### config.mk
export PLATFORM = sky130hd
export DESIGN_NAME = gpio_bus_arbiter
export DESIGN_NICKNAME = d
export VERILOG_FILES = /design/src/rtl/gpio_bus_arbiter.sv
export SDC_FILE = /design/constraint.sdc
export NUM_CORES = 1
export LEC_CHECK = 0
export BUFFER_PORTS_ARGS = -buffer_cell sky130_fd_sc_hd__buf_2
export CAP_MARGIN = 10
export CORE_AREA = 2 2 136 138
export CTS_BUF_LIST = sky130_fd_sc_hd__clkbuf_8
export DETAILED_ROUTE_END_ITERATION = 16
export DIE_AREA = 0 0 138 140
export PLACE_DENSITY = 0.55
export SLEW_MARGIN = 15
export SYNTH_ARGS = -nofsm -noshare
export SYNTH_HDL_FRONTEND = slang
export SYNTH_SLANG_ARGS = --single-unit
### constraint.sdc
create_clock -name clk -period 2.3 [get_ports clk]
set_input_delay 0.46 -clock clk [delete_from_list [all_inputs] [get_ports clk]]
set_output_delay 0.46 -clock clk [all_outputs]
set_load 0.005 [all_outputs]
### src/rtl/gpio_bus_arbiter.sv
// ---------------------------------------------------------------------------
// gpio_bus_arbiter
//
// Round-robin arbiter and sequencer in front of the GPIO register port.
// Two masters (m0 = CPU load/store unit, m1 = debug/test sequencer) raise a
// level-held request. The winner's command is latched and issued as exactly
// one single-cycle rd_en or wr_en strobe. Completion is signalled to that
// master with a one-cycle ack, and read data is returned for reads.
//
// Ports:
//   clk, reset_n          : clock, synchronous active-low reset
//   mX_req/we/addr/wdata  : master X request and command fields (X = 0, 1)
//   mX_ack, mX_rdata      : master X completion pulse and held read data
//   gpio_addr/data_in     : address and write data to the GPIO block
//   gpio_rd_en/wr_en      : single-cycle GPIO access strobes
//   gpio_data_out         : registered GPIO read data (valid cycle after rd_en)
//   busy                  : high whenever the sequencer is not idle
//   last_grant            : index of the most recently granted master
// ---------------------------------------------------------------------------
module gpio_bus_arbiter #(
    parameter int DATA_W = 32,
    parameter int ADDR_W = 2
) (
    input  logic              clk,
    input  logic              reset_n,
    input  logic              m0_req,
    input  logic              m0_we,
    input  logic [ADDR_W-1:0] m0_addr,
    input  logic [DATA_W-1:0] m0_wdata,
    input  logic              m1_req,
    input  logic              m1_we,
    input  logic [ADDR_W-1:0] m1_addr,
    input  logic [DATA_W-1:0] m1_wdata,
    output logic              m0_ack,
    output logic [DATA_W-1:0] m0_rdata,
    output logic              m1_ack,
    output logic [DATA_W-1:0] m1_rdata,
    output logic [ADDR_W-1:0] gpio_addr,
    output logic [DATA_W-1:0] gpio_data_in,
    output logic              gpio_rd_en,
    output logic              gpio_wr_en,
    input  logic [DATA_W-1:0] gpio_data_out,
    output logic              busy,
    output logic              last_grant
);

    typedef enum logic [1:0] {
        IDLE  = 2'd0,
        ISSUE = 2'd1,
        WAIT  = 2'd2,
        DONE  = 2'd3
    } state_t;

    state_t            state_r;
    logic              we_r;

    logic              any_req_s;
    logic              win_s;
    logic              sel_we_s;
    logic [ADDR_W-1:0] sel_addr_s;
    logic [DATA_W-1:0] sel_wdata_s;

    // Round-robin winner selection and mux of the winner's command fields.
    always_comb begin
        any_req_s = m0_req | m1_req;
        if (m0_req && m1_req) begin
            // Contention: the master that was not served last goes next.
            win_s = ~last_grant;
        end else if (m1_req) begin
            win_s = 1'b1;
        end else begin
            win_s = 1'b0;
        end
        if (win_s) begin
            sel_we_s    = m1_we;
            sel_addr_s  = m1_addr;
            sel_wdata_s = m1_wdata;
        end else begin
            sel_we_s    = m0_we;
            sel_addr_s  = m0_addr;
            sel_wdata_s = m0_wdata;
        end
    end

    // Sequencer FSM with all outputs registered.
    // The latched address/data live directly in gpio_addr/gpio_data_in: they
    // are loaded at grant so the strobe cycle (ISSUE) already presents them,
    // and they simply hold outside ISSUE. Reads leave gpio_data_in untouched.
    always_ff @(posedge clk) begin
        if (!reset_n) begin
            state_r      <= IDLE;
            we_r         <= 1'b0;
            last_grant   <= 1'b1;
            busy         <= 1'b0;
            m0_ack       <= 1'b0;
            m1_ack       <= 1'b0;
            m0_rdata     <= {DATA_W{1'b0}};
            m1_rdata     <= {DATA_W{1'b0}};
            gpio_addr    <= {ADDR_W{1'b0}};
            gpio_data_in <= {DATA_W{1'b0}};
            gpio_rd_en   <= 1'b0;
            gpio_wr_en   <= 1'b0;
        end else begin
            // Strobes and acks are single-cycle pulses unless re-armed below.
            m0_ack     <= 1'b0;
            m1_ack     <= 1'b0;
            gpio_rd_en <= 1'b0;
            gpio_wr_en <= 1'b0;
            case (state_r)
                IDLE: begin
                    if (any_req_s) begin
                        last_grant <= win_s;
                        we_r       <= sel_we_s;
                        gpio_addr  <= sel_addr_s;
                        if (sel_we_s) begin
                            gpio_data_in <= sel_wdata_s;
                            gpio_wr_en   <= 1'b1;
                        end else begin
                            gpio_rd_en   <= 1'b1;
                        end
                        busy    <= 1'b1;
                        state_r <= ISSUE;
                    end else begin
                        busy    <= 1'b0;
                        state_r <= IDLE;
                    end
                end
                ISSUE: begin
                    if (we_r) begin
                        // Write completes now; ack shows in DONE.
                        m0_ack  <= ~last_grant;
                        m1_ack  <= last_grant;
                        state_r <= DONE;
                    end else begin
                        state_r <= WAIT;
                    end
                end
                WAIT: begin
                    // GPIO read data is valid in this cycle.
                    if (last_grant) begin
                        m1_rdata <= gpio_data_out;
                    end else begin
                        m0_rdata <= gpio_data_out;
                    end
                    m0_ack  <= ~last_grant;
                    m1_ack  <= last_grant;
                    state_r <= DONE;
                end
                DONE: begin
                    busy    <= 1'b0;
                    state_r <= IDLE;
                end
                default: begin
                    busy    <= 1'b0;
                    state_r <= IDLE;
                end
            endcase
        end
    end

endmodule

==> flow_summary.toml, run 1 <==
[run_status]
status = "finished clean"

[sta]
hold_viol_final = 0
clock-skew-final_ns = 0.0139
rsz0062_at_grt = "no"
setup_violations = 0
slew_headroom = 0.662
hold_slack_ns = 0.314
finalSetupTns_ns = 0
post-route-period-util = 0.811
worstMarginPinSlew_ns = 0.506
fmax_mhz = 536
drv_slew = 0
finalCriticalPeriod_ns = 1.87

[logic_synthesis]
syn_inst = 478
synth_flop_cell = "dfxtp_1"
synth-compound-area-share = 0.201
synth.avg_cell_area_um2 = 9.17
synth_top_family_by_area = "compound AO/OA/AOI/OAI gates"
synth_mux_area_frac = 0.0799
yosysSeqAreaShare = 0.489
synth_fa_ha_area_frac = 0.0114
synth_most_common_cell = "nand2_1"
syn_area_um2 = 4380
ys_ff_latch = 107
yosysTopAreaCell = "dfxtp_1"
synthArstFlopShare = 0
syn-num-nets = 588
synth-simple-area-share = 0.170
ys_warn_count = 0
yosysTopAreaCellShare = 0.489
synthTopCellsByArea = "dfxtp_1 (49%), nand2_1 (11%), a21boi_1 (11%), mux2i_1 (8.0%), o211a_1 (7.3%)"
synthXorXnorAreaFrac = 0
synth_common_cells = "nand2_1 (130), dfxtp_1 (107), a21boi_1 (62)"
synth.distinct_cells = 27
synth-edff-count = 0

[min_path]
holdPathStages = 3
hp-class = "in -> reg"

[floorplanning]
initial_core_util = 0.247
dieArea_um2 = 19300
num_io_pins = 210
fp.dieH_um = 140
rows = 49
fp.dieW_um = 138
core-area_um2 = 17800

[pwr]
p_total_mw = 4.31
ir_worst_vdd_v = 0.000346
leakage_nw = 2.95
p_per_area_nw_per_um2 = 739

[cts]
root_buffer = "clkbuf_8"
cts_tree = "done"
cts_buffers = 9
postCtsSetupRepairBufs = 0
htreeDepth = 3
clk_pin_slew_ns = 0.10
clk_latency_ns = 0.38
hold_buffers = 0
ctsResizeCount = 0
clockBufferDepth = 2
clock-sinks = 107

[grt]
first_global_vias = 3943
grt_use_total = 0.129
grt_max_degree = 49
antenna_found_initial = 0
overflow = 0
grt_pass1_wl_um = 20400

[setup_path]
r2r.worst_path.cells = 4
required_ns = 2.62
slowest_delay_ns = 0.57
path_buf_inv = 0
crit_type = "reg -> reg"
crit_arrival_ns = 2.19
cp_slowest_cell = "dfxtp_1"
crit_path_start_kind = "register"
path_cells = "nand2b_1, a32o_1, and2_4, o211a_1"
cp_top_family = "simple AND/OR/NAND/NOR gates"
worst_setup_path_end_kind = "register"
crit_cells = 4
crit_fanout = 33

[placed_design]
routabilityCongestion = 0.736
dp_hpwl_um = 8810
dp_cells = 887
placed_area_um2 = 5650
portBuffers = 209

[layout]
final_layout_size_suffix_gt1_frac = 0.355
area.growth.synth_to_final_pct = 33.2
layout.cells.non_filler = 902
fin_area_um2 = 5840
fin_nets = 779
antenna_cells = 0
fillerInstances = 1893

[route]
drt_iter0_drc = 137
wl_um = 12600
num_vias = 4005
wl_per_cell_um = 14.0
drt-vias-per-instance = 4.44
postRouteAntennaNets = 0
dr.pass1.iters = 5
drc = 0

[run]
drv_cap = 0
## path summary, 6_finish.rpt
check                                        to         startpoint  slack [ns]
worst min-delay path               m0_rdata[15]  gpio_data_out[15]        0.31
worst max-delay path            gpio_data_in[9]         last_grant        0.43
worst max register to register  gpio_data_in[9]         last_grant        0.43
worst min register to register     m0_rdata[31]       m0_rdata[31]        0.45
## registers in the layout, summed over array words and instances, names as in the netlist
signal        count
gpio_rd_en        1
gpio_wr_en        1
m0_ack            1
gpio_data_in     32
busy              1
last_grant        1
gpio_addr         2
m1_ack            1
state_r           2
m1_rdata         32
we_r              1
m0_rdata         32
## report_power, final
part	total [mW]	internal [mW]	switching, mW
logic	0.992	0.446	0.546
clock network	1.18	0.525	0.655
registers	2.14	2.04	0.100
total	4.31	3.01	1.30
## cells by family after synthesis
family / Yosys count
compound gates: 109
mux: 35
buf+inv: 45
fa+ha+maj: 4
flops: 107
simple gates: 178
## placed cells by master (no fill, tap or decap)
| cell | count |
|---|---|
| nor3b_1 | 1 |
| a21oi_1 | 5 |
| a21boi_1 | 62 |
| dfxtp_1 | 107 |
| and2_1 | 3 |
| nor2b_1 | 2 |
| and2_4 | 1 |
| nor2_1 | 1 |
| buf_2 | 209 |
| nand2b_1 | 2 |
| and3_1 | 3 |
| buf_12 | 2 |
| clkbuf_8 | 10 |
| a32o_1 | 1 |
| nor3_1 | 2 |
| a21boi_0 | 2 |
| o21ai_0 | 4 |
| clkinv_2 | 1 |
| o21a_1 | 1 |
| o21ai_1 | 1 |
| nand2_1 | 130 |
| bufinv_16 | 1 |
| a21boi_4 | 1 |
| clkinv_4 | 1 |
| nor2b_2 | 1 |
| buf_4 | 11 |
| ha_1 | 4 |
| mux2i_1 | 35 |
| o211a_1 | 32 |
| nand3_1 | 32 |
| inv_1 | 4 |
| clkinvlp_4 | 1 |
## per-layer routing
layer / vias up / wire length, um / global-route usage
met5: - / 0 / 0
met4: 0 / 172 / 0.0408
met3: 17 / 917 / 0.0414
met2: 158 / 5710 / 0.210
met1: 1833 / 5810 / 0.163
li1: 1997 / - / -
## tightest hold or removal path: cells and delay by family
kind / cells / cell delay, ns
buffers and inverters: 1 / 0.10
and+or+nand+nor: 1 / 0.05
AOI/OAI and AO/OA: 1 / 0.05
## final cells by class
class | count | area (um2) | share of cell area
sequential | 107 | 2140 | 0.367
multi-input combinational | 326 | 2040 | 0.349
timing repair buffer | 222 | 1170 | 0.200
tap | 229 | 287 | 0.0491
clock buffer | 10 | 138 | 0.0236
clock inverter | 5 | 55.1 | 0.00943
inverter | 3 | 11.3 | 0.00193
## through the flow
stage                     worst slack [ns]  utilization
after floorplan                      0.545            -
after global placement               0.404        0.318
after detailed placement             0.372        0.318
after CTS                            0.424        0.328
after global routing                 0.265        0.328
final                                0.435        0.328
Note: power is estimated with default switching activity, not from simulation.
==> run 2: changes to the inputs <==
clock period = 1.9 ns   (was 2.3 ns; I/O delays follow)
==> run 2 against run 1 <==
Net effect: combinational power is 26% higher; sequential cell count unchanged; utilization rose by 0.58 points; global-route usage fell by 0.18 points; worst setup slack gained 0.020 ns; power rose by 24%; die area unchanged; routed wire length fell by 2.0%; via count barely moved; sequential share of layout area down 0.63 points; critical path depth down 2; first-iteration DRC count increased by 25%.
==> flow_summary.toml, run 2 (synthesis gave the netlist of run 1 again) <==
[run_status]
status = "finished clean"

[layout]
fin_area_um2 = 5940
utilization = 0.334
reg.largest.list = "gpio_data_in: 32 flops, m0_rdata: 32 flops, m1_rdata: 32 flops"
regArea_um2 = 2140
area.growth.synth_to_final_pct = 35.5
final_common_cell = "buf_2"
layout.cells.non_filler = 906
fillerInstances = 1921
final_cell_mix = "buf_2 (209), nand2_1 (130), dfxtp_1 (107)"
antenna_cells = 0
multi_input_area_um2 = 2040
fin_nets = 782
final_layout_size_suffix_gt1_frac = 0.356

[placed_design]
placed_area_um2 = 5730
portBuffers = 209
routabilityCongestion = 0.731
dp_hpwl_um = 8760
dp_cells = 890

[sta]
worstMarginPinSlew_ns = 0.503
finalCriticalPeriod_ns = 1.45
clock-skew-final_ns = 0.0102
rsz0062_at_grt = "no"
finalSetupTns_ns = 0
hold_viol_final = 0
fmax_mhz = 692
setup_violations = 0
hold_slack_ns = 0.243
slew_headroom = 0.665
post-route-period-util = 0.761
drv_slew = 0

[grt]
grt_pass1_wl_um = 20000
grt_max_degree = 52
first_global_vias = 3806
overflow = 0
grt_use_total = 0.127
antenna_found_initial = 0

[setup_path]
required_ns = 1.52
crit_fanout = 9
worst_setup_path_end_kind = "output port"
r2r_setup_slack_ns = 0.46
crit_path_start_kind = "register"
crit_arrival_ns = 1.07
crit_type = "reg -> out"

[route]
wl_um = 12400
dr.pass1.iters = 4
drt_iter0_drc = 171
postRouteAntennaNets = 0
num_vias = 4003
drc = 0
drt-vias-per-instance = 4.42
wl_per_cell_um = 13.6

[floorplanning]
dieArea_um2 = 19300
initial_core_util = 0.247
fp.dieW_um = 138
core-area_um2 = 17800
fp.dieH_um = 140
rows = 49
num_io_pins = 210

[cts]
cts_buffers = 9
postCtsSetupRepairBufs = 0
root_buffer = "clkbuf_8"
cts_tree = "done"
htreeDepth = 3
clockBufferDepth = 2
hold_buffers = 0
clk_pin_slew_ns = 0.10
clock-sinks = 107
ctsResizeCount = 0
clk_latency_ns = 0.37

[min_path]
hp-class = "in -> reg"

[run]
drv_cap = 0

[pwr]
leakage_nw = 3.00
p_per_area_nw_per_um2 = 899
ir_worst_vdd_v = 0.000315
==> run 2: cell types whose count changed in the layout (fill, tap and decap cells not counted) <==
cell	previous run	this run
inv_1	4	6
buf_12	2	7
clkinvlp_4	1	2
clkinv_2	1	0
clkinv_4	1	0
bufinv_16	1	2
clkbuf_8	10	9
buf_4	11	9
==> run 2: critical path, cell delays in order (launching register included) <==
cell and delay (ns):
dfxtp_1 0.39, buf_4 0.18, buf_2 0.13
==> run 2: worst paths after layout <==
path / startpoint / endpoint / cells past startpoint
min: gpio_data_out[4] / m1_rdata[4] / 3
max: last_grant / last_grant / 2
min reg2reg: m1_rdata[20] / m1_rdata[20] / 2
max reg2reg: last_grant / gpio_data_in[9] / 4
==> run 2: layout make-up <==
cell class                 instances  area share
clock buffer                       9      0.0209
clock inverter                     7      0.0145
inverter                           3     0.00190
multi-input combinational        326       0.343
sequential                       107       0.361
tap                              229      0.0482
timing repair buffer             225       0.211
==> run 2: power by group <==
group,internal [mW],switching (mW),leakage (nW)
Combinational,0.586,0.666,2.02
Sequential,2.47,0.117,0.872
Clock,0.729,0.768,0.109
==> run 2: routing by layer <==
metal / global-route usage / up-vias / share of wire
met4: 0.0516 / 0 / 0.016
li1: - / 2010 / -
met5: 0 / - / 0
met3: 0.0325 / 11 / 0.066
met1: 0.167 / 1824 / 0.47
met2: 0.201 / 158 / 0.45
==> run 2: stage by stage <==
stage,power (mW),setup WS (ns)
2_1_floorplan,3.34,0.223
4_1_cts,5.47,0.399
5_1_grt,5.69,0.318
6_report,5.34,0.455
3_5_place_dp,3.92,0.265
3_3_place_gp,3.92,0.266
==> run 3: changes to the inputs <==
PLACE_DENSITY = 0.57   (was 0.55)
clock period = 1.21 ns   (was 1.9 ns; I/O delays follow)
==> run 3 against run 2 <==
Net effect: the run now ends with setup timing left; routed wire length rose by 25%; via count rose by 7.6%; global-route usage rose by 2.4 points; critical path type is now reg -> reg; design area rose by 16%; worst setup slack got worse by 0.67 ns; utilization rose by 5.3 points; sequential cell count did not move; register-to-register slack got worse by 0.68 ns; critical path depth rose by 4.
==> flow_summary.toml, run 3 (synthesis gave the netlist of run 1 again) <==
[run_status]
status = "finished, violations left"
violations = "setup timing"

[floorplanning]
dieArea_um2 = 19300
core-area_um2 = 17800
initial_core_util = 0.247
fp.dieW_um = 138
num_io_pins = 210
rows = 49
fp.dieH_um = 140

[grt]
grt_use_total = 0.151
antenna_found_initial = 1
grt_pass1_wl_um = 23200
grt_max_degree = 63
overflow = 0
first_global_vias = 4287

[placed_design]
dp_hpwl_um = 8790
routabilityCongestion = 0.724
portBuffers = 209
dp_slack_ns = -0.275

[layout]
reg.largest.list = "gpio_data_in: 32 flops, m0_rdata: 32 flops, m1_rdata: 32 flops"
fin_nets = 816
final_common_cell = "buf_2"
final_layout_size_suffix_gt1_frac = 0.522
antenna_cells = 0
final_cell_mix = "buf_2 (209), dfxtp_1 (104), nand2_1 (81)"
area.growth.synth_to_final_pct = 56.9

[pwr]
power_frac_comb = 0.314
internal-power_mw = 6.33
seqPwrFrac = 0.440
ir_worst_vdd_v = 0.000586
p_switching_mw = 2.97
p_per_area_nw_per_um2 = 1350
leakage_nw = 3.48
power_frac_clock = 0.247
p_total_mw = 9.30
power_switching_share = 0.319

[sta]
clock-skew-final_ns = 0.0197
rsz0062_at_grt = "yes"
setup_violations = 104
setup_ws_ns = -0.217
hold_viol_final = 0
hold_slack_ns = 0.0887
drv_slew = 0
worstMarginPinSlew_ns = 0.259
finalCriticalPeriod_ns = 1.43
post-route-period-util = 1.18
fmax_mhz = 701
slew_headroom = 0.828

[route]
postRouteAntennaNets = 0
drt_iter0_drc = 161
wl_um = 15400
wl_per_cell_um = 16.4
dr.pass1.iters = 4
met2_length_um = 7220
dr.max_layer_used = "met5"
num_vias = 4308
wl_met1_um = 6940
wl_met3_um = 910
drc = 0
drt-vias-per-instance = 4.58

[min_path]
hold_end = "m1_rdata[1]"
hp-start = "gpio_data_out[1]"
holdPathStages = 3
hp-class = "in -> reg"

[setup_path]
timing.rr.start = "last_grant"
r2r.worst_path.cells = 6
required_ns = 1.50
crit_fanout = 6
crit_arrival_ns = 1.71
slowest_delay_ns = 0.36
path_cells = "a21boi_4, buf_12, buf_6, mux2i_1, nand3_1, o211a_1"
cp_top_family = "flip-flops"
worst_setup_path_end_kind = "register"
crit_type = "reg -> reg"
r2r_setup_slack_ns = -0.22
cp_slowest_cell = "dfxtp_2"
path_buf_inv = 2
worstReg2RegEnd = "gpio_data_in[5]"
crit_path_start_kind = "register"

[cts]
htreeDepth = 3
cts_tree = "done"
cts_buffers = 9
clk_pin_slew_ns = 0.12
clk_latency_ns = 0.39
root_buffer = "clkbuf_8"
clock-sinks = 107
clockBufferDepth = 2

[run]
drv_cap = 0
## run 3: final cells by class
type | instances | area (um2)
multi-input cells | 329 | 2470
repair buffers | 256 | 1760
flip-flops and latches | 107 | 2150
fillers | 1822 | 10900
clock buffers | 9 | 124
inverters | 3 | 16.3
clock inverters | 7 | 73.8
well taps | 229 | 287
## run 3: metrics by stage
| step | utilization | cell area [um2] | cells | setup TNS, ns |
|---|---|---|---|---|
| final | 0.387 | 6880 | 940 | -12.25 |
| after global routing | 0.387 | 6880 | 940 | -19.77 |
| after CTS | 0.368 | 6540 | 937 | -9.49 |
| after detailed placement | 0.327 | 5820 | 899 | -10.69 |
| after global placement | 0.327 | 5820 | 899 | -8.82 |
| after floorplan | - | 4470 | 478 | -14.07 |
## run 3: worst max-delay path by stage
stage	startpoint	cells past startpoint	slack [ns]	endpoint
floorplan	last_grant	9	-0.42	gpio_data_in[22]
global placement	m0_req	5	-0.23	gpio_data_in[6]
CTS	last_grant	5	-0.16	gpio_data_in[21]
global route	last_grant	6	-0.29	gpio_data_in[20]
finish	last_grant	6	-0.22	gpio_data_in[5]
detailed placement	m1_req	5	-0.28	gpio_data_in[9]
## run 3: timing repair
item,CTS,global route
setup endpoints to repair,106,106
buffers inserted,11,4
gates resized for setup,63,96
pin swaps,33,50
gates cloned,11,6
hold buffers,0,0
## run 3: metal layers
layer	GRT usage	vias up
met3	0.0345	18
met5	0	-
met2	0.252	179
met4	0.0467	2
met1	0.196	2013
li1	-	2096
## run 3: power by group through the flow
stage / clock network (mW) / registers, mW / logic (mW)
2_1_floorplan: 0 / 4.17 / 1.15
3_3_place_gp: 0 / 4.15 / 2.11
3_5_place_dp: 0 / 4.15 / 2.14
4_1_cts: 2.40 / 4.08 / 2.61
5_1_grt: 2.53 / 4.14 / 3.16
6_report: 2.29 / 4.09 / 2.92
## run 3: tightest hold or removal path, delay by kind of cell
family / cells / cell delay (ns)
AO/OA/AOI/OAI: 1 / 0.05
AND/OR/NAND/NOR: 1 / 0.05
buffers and inverters: 1 / 0.11
